==> src/rtl/cvp14_pkg.sv <==
// CVP14 shared definitions: ISA opcodes, vector geometry and the memory
// controller state encoding.
package cvp14_pkg;

    localparam int LANES      = 16;
    localparam int WORD       = 16;
    localparam int VEC_W      = LANES * WORD;
    localparam int LANE_IDX_W = $clog2(LANES);

    typedef logic [LANE_IDX_W-1:0] lane_idx_t;

    localparam lane_idx_t LAST_LANE = lane_idx_t'(LANES - 1);

    typedef enum logic [3:0] {
        OP_VADD = 4'h0,
        OP_VDOT = 4'h1,
        OP_SMUL = 4'h2,
        OP_SST  = 4'h3,
        OP_VLD  = 4'h4,
        OP_VST  = 4'h5,
        OP_SLL  = 4'h6,
        OP_SADD = 4'h7,
        OP_SSUB = 4'h8,
        OP_SAND = 4'h9,
        OP_SOR  = 4'hA,
        OP_SLD  = 4'hB,
        OP_J    = 4'hC,
        OP_BNE  = 4'hD,
        OP_BEZ  = 4'hE,
        OP_NOP  = 4'hF
    } cvp14_op_t;

    typedef enum logic [2:0] {
        IDLE,
        IF_RD,
        IF_WAIT,
        VLD,
        VLD_DRAIN,
        VST,
        DONE
    } mc_state_t;

endpackage

==> src/rtl/cvp14_lane_buf.sv <==
// Vector staging register: assembles load data one lane at a time and
// serves store data one lane at a time.
module cvp14_lane_buf
    import cvp14_pkg::*;
(
    input  logic             Clk1,
    input  logic             Reset,
    input  logic             load_all,
    input  logic [VEC_W-1:0] load_data,
    input  logic             wr_en,
    input  lane_idx_t        wr_idx,
    input  logic [WORD-1:0]  wr_data,
    input  lane_idx_t        rd_idx,
    output logic [WORD-1:0]  rd_data,
    output logic [VEC_W-1:0] vec
);

    logic [VEC_W-1:0] vec_d;
    logic [VEC_W-1:0] vec_q;

    always_comb begin
        vec_d = vec_q;
        if (load_all) begin
            vec_d = load_data;
        end else if (wr_en) begin
            vec_d[WORD*int'(wr_idx) +: WORD] = wr_data;
        end
    end

    // Cleared on reset so an interrupted load never leaks partial data.
    always_ff @(posedge Clk1) begin
        if (Reset) begin
            vec_q <= '0;
        end else begin
            vec_q <= vec_d;
        end
    end

    assign rd_data = vec_q[WORD*int'(rd_idx) +: WORD];
    assign vec     = vec_q;

endmodule

==> src/rtl/cvp14_mem_ctrl.sv <==
// CVP14 memory port controller: arbitrates the single external word port
// between instruction fetch and 16-word vector load/store bursts.
module cvp14_mem_ctrl
    import cvp14_pkg::*;
(
    input  logic             Clk1,
    input  logic             Reset,
    input  logic             if_req,
    input  logic [WORD-1:0]  if_addr,
    output logic             if_ack,
    output logic [WORD-1:0]  if_data,
    input  logic             v_req,
    input  logic             v_we,
    input  logic [WORD-1:0]  v_base,
    input  logic [VEC_W-1:0] v_wdata,
    output logic             v_done,
    output logic [VEC_W-1:0] v_rdata,
    output logic             busy,
    output logic [WORD-1:0]  Addr,
    output logic             RD,
    output logic             WR,
    output logic [WORD-1:0]  DataOut,
    input  logic [WORD-1:0]  DataIn
);

    mc_state_t       state_d,   state_q;
    lane_idx_t       cnt_d,     cnt_q;
    logic [WORD-1:0] addr_d,    addr_q;
    logic            rd_d,      rd_q;
    logic            wr_d,      wr_q;
    logic [WORD-1:0] dout_d,    dout_q;
    logic            if_ack_d,  if_ack_q;
    logic [WORD-1:0] if_data_d, if_data_q;
    logic            v_done_d,  v_done_q;
    logic            busy_d,    busy_q;

    logic            buf_load;
    logic            buf_wr_en;
    lane_idx_t       buf_wr_idx;
    lane_idx_t       buf_rd_idx;
    logic [WORD-1:0] buf_rd_data;

    cvp14_lane_buf u_lane_buf (
        .Clk1      (Clk1),
        .Reset     (Reset),
        .load_all  (buf_load),
        .load_data (v_wdata),
        .wr_en     (buf_wr_en),
        .wr_idx    (buf_wr_idx),
        .wr_data   (DataIn),
        .rd_idx    (buf_rd_idx),
        .rd_data   (buf_rd_data),
        .vec       (v_rdata)
    );

    // Stores present the next lane one cycle ahead of the registered DataOut.
    assign buf_rd_idx = cnt_q + lane_idx_t'(1);

    always_comb begin
        state_d    = state_q;
        cnt_d      = cnt_q;
        addr_d     = addr_q;
        rd_d       = 1'b0;
        wr_d       = 1'b0;
        dout_d     = dout_q;
        if_ack_d   = 1'b0;
        if_data_d  = if_data_q;
        v_done_d   = 1'b0;
        buf_load   = 1'b0;
        buf_wr_en  = 1'b0;
        buf_wr_idx = cnt_q - lane_idx_t'(1);

        case (state_q)
            IDLE: begin
                if (v_req) begin
                    cnt_d  = '0;
                    addr_d = v_base;
                    if (v_we) begin
                        state_d  = VST;
                        wr_d     = 1'b1;
                        dout_d   = v_wdata[WORD-1:0];
                        buf_load = 1'b1;
                    end else begin
                        state_d = VLD;
                        rd_d    = 1'b1;
                    end
                end else if (if_req) begin
                    state_d = IF_RD;
                    addr_d  = if_addr;
                    rd_d    = 1'b1;
                end
            end
            IF_RD: begin
                state_d = IF_WAIT;
            end
            IF_WAIT: begin
                if_data_d = DataIn;
                if_ack_d  = 1'b1;
                state_d   = DONE;
            end
            // DataIn in VLD cycle i answers the read issued in cycle i-1.
            VLD: begin
                buf_wr_en = (cnt_q != '0);
                if (cnt_q == LAST_LANE) begin
                    state_d = VLD_DRAIN;
                end else begin
                    rd_d   = 1'b1;
                    addr_d = addr_q + WORD'(1);
                    cnt_d  = cnt_q + lane_idx_t'(1);
                end
            end
            VLD_DRAIN: begin
                buf_wr_en  = 1'b1;
                buf_wr_idx = LAST_LANE;
                v_done_d   = 1'b1;
                state_d    = DONE;
            end
            VST: begin
                if (cnt_q == LAST_LANE) begin
                    v_done_d = 1'b1;
                    state_d  = DONE;
                end else begin
                    wr_d   = 1'b1;
                    addr_d = addr_q + WORD'(1);
                    cnt_d  = cnt_q + lane_idx_t'(1);
                    dout_d = buf_rd_data;
                end
            end
            DONE: begin
                state_d = IDLE;
            end
            default: begin
                state_d = IDLE;
            end
        endcase

        busy_d = (state_d != IDLE);
    end

    always_ff @(posedge Clk1) begin
        if (Reset) begin
            state_q   <= IDLE;
            cnt_q     <= '0;
            addr_q    <= '0;
            rd_q      <= 1'b0;
            wr_q      <= 1'b0;
            dout_q    <= '0;
            if_ack_q  <= 1'b0;
            if_data_q <= '0;
            v_done_q  <= 1'b0;
            busy_q    <= 1'b0;
        end else begin
            state_q   <= state_d;
            cnt_q     <= cnt_d;
            addr_q    <= addr_d;
            rd_q      <= rd_d;
            wr_q      <= wr_d;
            dout_q    <= dout_d;
            if_ack_q  <= if_ack_d;
            if_data_q <= if_data_d;
            v_done_q  <= v_done_d;
            busy_q    <= busy_d;
        end
    end

    assign Addr    = addr_q;
    assign RD      = rd_q;
    assign WR      = wr_q;
    assign DataOut = dout_q;
    assign if_ack  = if_ack_q;
    assign if_data = if_data_q;
    assign v_done  = v_done_q;
    assign busy    = busy_q;

endmodule

==> config.mk <==
export PLATFORM = sky130hd
export DESIGN_NAME = cvp14_mem_ctrl
export DESIGN_NICKNAME = d
export VERILOG_FILES = /design/src/rtl/cvp14_pkg.sv /design/src/rtl/cvp14_lane_buf.sv /design/src/rtl/cvp14_mem_ctrl.sv
export SDC_FILE = /design/constraint.sdc
export NUM_CORES = 1
export LEC_CHECK = 0
export CORE_AREA = 2 2 237 239
export CTS_BUF_LIST = sky130_fd_sc_hd__clkbuf_16
export CTS_CLUSTER_SIZE = 16
export DETAILED_ROUTE_END_ITERATION = 12
export DIE_AREA = 0 0 239 241
export DONT_BUFFER_PORTS = 1
export GPL_TIMING_DRIVEN = 0
export PLACE_DENSITY = 0.47
export REMOVE_ABC_BUFFERS = 1
export SLEW_MARGIN = 15
export SYNTH_ARGS = -nofsm -noshare
export SYNTH_HDL_FRONTEND = slang
export SYNTH_HIERARCHICAL = 1
export SYNTH_SLANG_ARGS = --single-unit
==> constraint.sdc <==
create_clock -name Clk1 -period 3.3 [get_ports Clk1]
set_clock_uncertainty 0.1 [all_clocks]
set_input_delay 0.66 -clock Clk1 [delete_from_list [all_inputs] [get_ports Clk1]]
set_output_delay 0.66 -clock Clk1 [all_outputs]
set_load 0.05 [all_outputs]
==> reports/metrics.csv <==
metric,value,unit
max_freq,307,MHz
yosys.area.top_type,dfxtp_1,
port_buffers,0,
drtIter0Drc,1425,
grt_max_degree,92,
swShare,0.407,
power.leakage,7.35,nW
cts_inserted_buffers,40,
setup_viol,0,
dieArea,0.0576,sq mm
min_period_over_period,0.987,
fillCellCount,5578,
p_int,7.59,mW
switching_power,5.22,mW
synth-seq-cells,316,
dpl.hpwl,62200,um
comb_power_share,0.214,
vias,15200,
io_pins,618,
yosys-top-cells-area,"dfxtp_1 39%, a221o_1 9.0%, mux4_2 8.9%, nand2_1 4.2%, mux2i_1 4.1%",
die_w,239,um
gp_congestion,0.875,
cap_viol_max_count,0,
wl,87100,um
finalWorstSetupSlack,0.0427,ns
status,"complete, no violations",
worst_slew_pin_slew,0.999,ns
ys_warn_count,6,
design_area,0.0194,sq mm
clock_path_buffers,3,
final_cells,2377,
p_seq_frac,0.469,
syn-cell-area,0.0163,sq mm
synth.top_cells.by_count,"316 x dfxtp_1, 181 x nand2_1, 147 x a221o_1",
finalCriticalPeriod,3.26,ns
seq_area,0.00634,sq mm
required,3.64,ns
placed_area,0.0172,sq mm
setup-tns-final,0,ns
cp-start-kind,flop,
clockRootBuffer,clkbuf_16,
wl_per_cell,36.6,um
place_ws,-2.18,ns
post-route-drc-count,0,
drtAntennaViolNets,0,
slew_headroom,0.334,
synth_edf_count,0,
grt-ovfl-total,0,
clock_latency,0.58,ns
grt_usage,0.288,
place_inst,2237,
avgViaCountPerCell,6.38,
power_density,660,mW/mm^2
final_nets,1955,
yosysSeqAreaShare,0.389,
hp-class,input port to flop,
ys_types,87,
cts_max_level,2,
ir_worst_vdd,0.333,mV
drtPass1Iterations,5,
initial_core_util,0.296,
area_delta_synth_final,19.5,%
grt_pass1_wl,118000,um
synth.most_common_cell,dfxtp_1,
async_flop_share,0,
rows,86,
cts_tree,built,
arrival,3.60,ns
core_area,0.0549,sq mm
clock_sinks,316,
path_max_fanout,20,
pwr-share-clk,0.317,
whs,0.0814,ns
timing.final.max_slew_violations,0,
synthCells,1661,
totalPowerFinal,12.8,mW
grt_pass1_vias,14800,
multi_input_area,0.00956,sq mm
antenna_found_initial,11,
clk_transition_reported_paths,0.07,ns
synth_top_area_share,0.389,
fin_util,0.354,
finalHoldViolCount,0,
setup.worst_path.class,flop to flop,
post_route_cells_drive_above_1_share,0.210,
end_kind,flop,
ys.flop_type,dfxtp_1,
synth_area_per_cell,9.79,sq um
die_y,241,um
-- registers in the layout (all words and copies together), names as in the netlist --
register / count
cnt_q: 4
v_done: 1
WR: 1
Addr: 16
state_q: 3
u_lane_buf/vec: 256
busy: 1
if_data: 16
DataOut: 16
if_ack: 1
RD: 1
-- path summary, 6_finish.rpt --
path	from	endpoint	cells past startpoint	slack, ns
worst max register to register	cnt_q[0]$_SDFFE_PP0P_	u_lane_buf/vec[161]$_SDFFE_PP0P_	11	0.04
worst min-delay path	v_wdata[149]	u_lane_buf/vec[149]$_SDFFE_PP0P_	2	0.08
worst max-delay path	cnt_q[0]$_SDFFE_PP0P_	u_lane_buf/vec[161]$_SDFFE_PP0P_	11	0.04
worst min register to register	cnt_q[1]$_SDFFE_PP0P_	cnt_q[1]$_SDFFE_PP0P_	2	0.45
-- power groups by stage --
| stage | sequential (mW) | clock [mW] | combinational, mW |
|---|---|---|---|
| floorplan | 5.86 | 0 | 1.50 |
| global placement | 6.12 | 0 | 2.16 |
| detailed placement | 6.10 | 0 | 2.32 |
| CTS | 6.02 | 4.13 | 2.60 |
| global route | 6.06 | 4.29 | 2.91 |
| finish | 6.02 | 4.06 | 2.74 |
-- final cells by class --
class | count | area share
Multi-Input combinational cell | 1150 | 0.492
Timing Repair Buffer | 96 | 0.0673
Timing Repair inverter | 1 | 0.000451
Clock inverter | 26 | 0.00702
Antenna cell | 7 | 0.000901
Inverter | 36 | 0.00779
Tap cell | 704 | 0.0453
Sequential cell | 316 | 0.326
Clock buffer | 41 | 0.0528
-- kinds of logic after synthesis --
| logic type | after synthesis | share of synthesized area |
|---|---|---|
| AOI/OAI and AO/OA | 450 | 0.225 |
| xor gates and xnor gates | 7 | 0.00423 |
| adders and majority gates | 5 | 0.00385 |
| buffers and inverters | 199 | 0.0560 |
| DFF | 316 | 0.389 |
| muxes | 156 | 0.147 |
| and+or+nand+nor | 528 | 0.175 |
-- placed cells by master (no fill, tap or decap), types with 25 or more instances in the layout --
cell / count
and2_1: 94
nor2_1: 31
clkbuf_16: 42
nor3_1: 43
a221o_1: 147
nand3_1: 26
dfxtp_1: 311
a21oi_1: 68
nand2_1: 174
o211ai_1: 36
and3_1: 33
mux2i_1: 67
o21ai_0: 33
mux2_2: 25
mux4_2: 64
buf_4: 49
inv_1: 42
a22oi_1: 62
-- critical path, stage by stage (launching register included) --
cell and delay [ns]:
dfxtp_4 0.38, inv_16 0.17, ha_4 0.25, buf_16 0.16, nand2_4 0.14, inv_1 0.09, ha_4 0.22, nand2b_1 0.37
a2111oi_4 0.57, nor2_2 0.17, buf_8 0.20, a221o_1 0.29
-- per-layer routing --
metal | vias to the layer above | track usage | part of all wire
li1 | 6387 | - | -
met1 | 7698 | 0.339 | 0.39
met2 | 901 | 0.493 | 0.49
met3 | 181 | 0.0771 | 0.082
met4 | 4 | 0.124 | 0.045
met5 | - | 0 | 0.00034
-- repair_timing --
action                     4_1_cts  5_1_grt
pin swaps                       22       17
gates resized for setup         64       14
setup endpoints to repair      272      163
hold buffers                     0        0
setup buffers                   45       14
gates cloned                     5        2
Power figures use the tool's default switching activity.
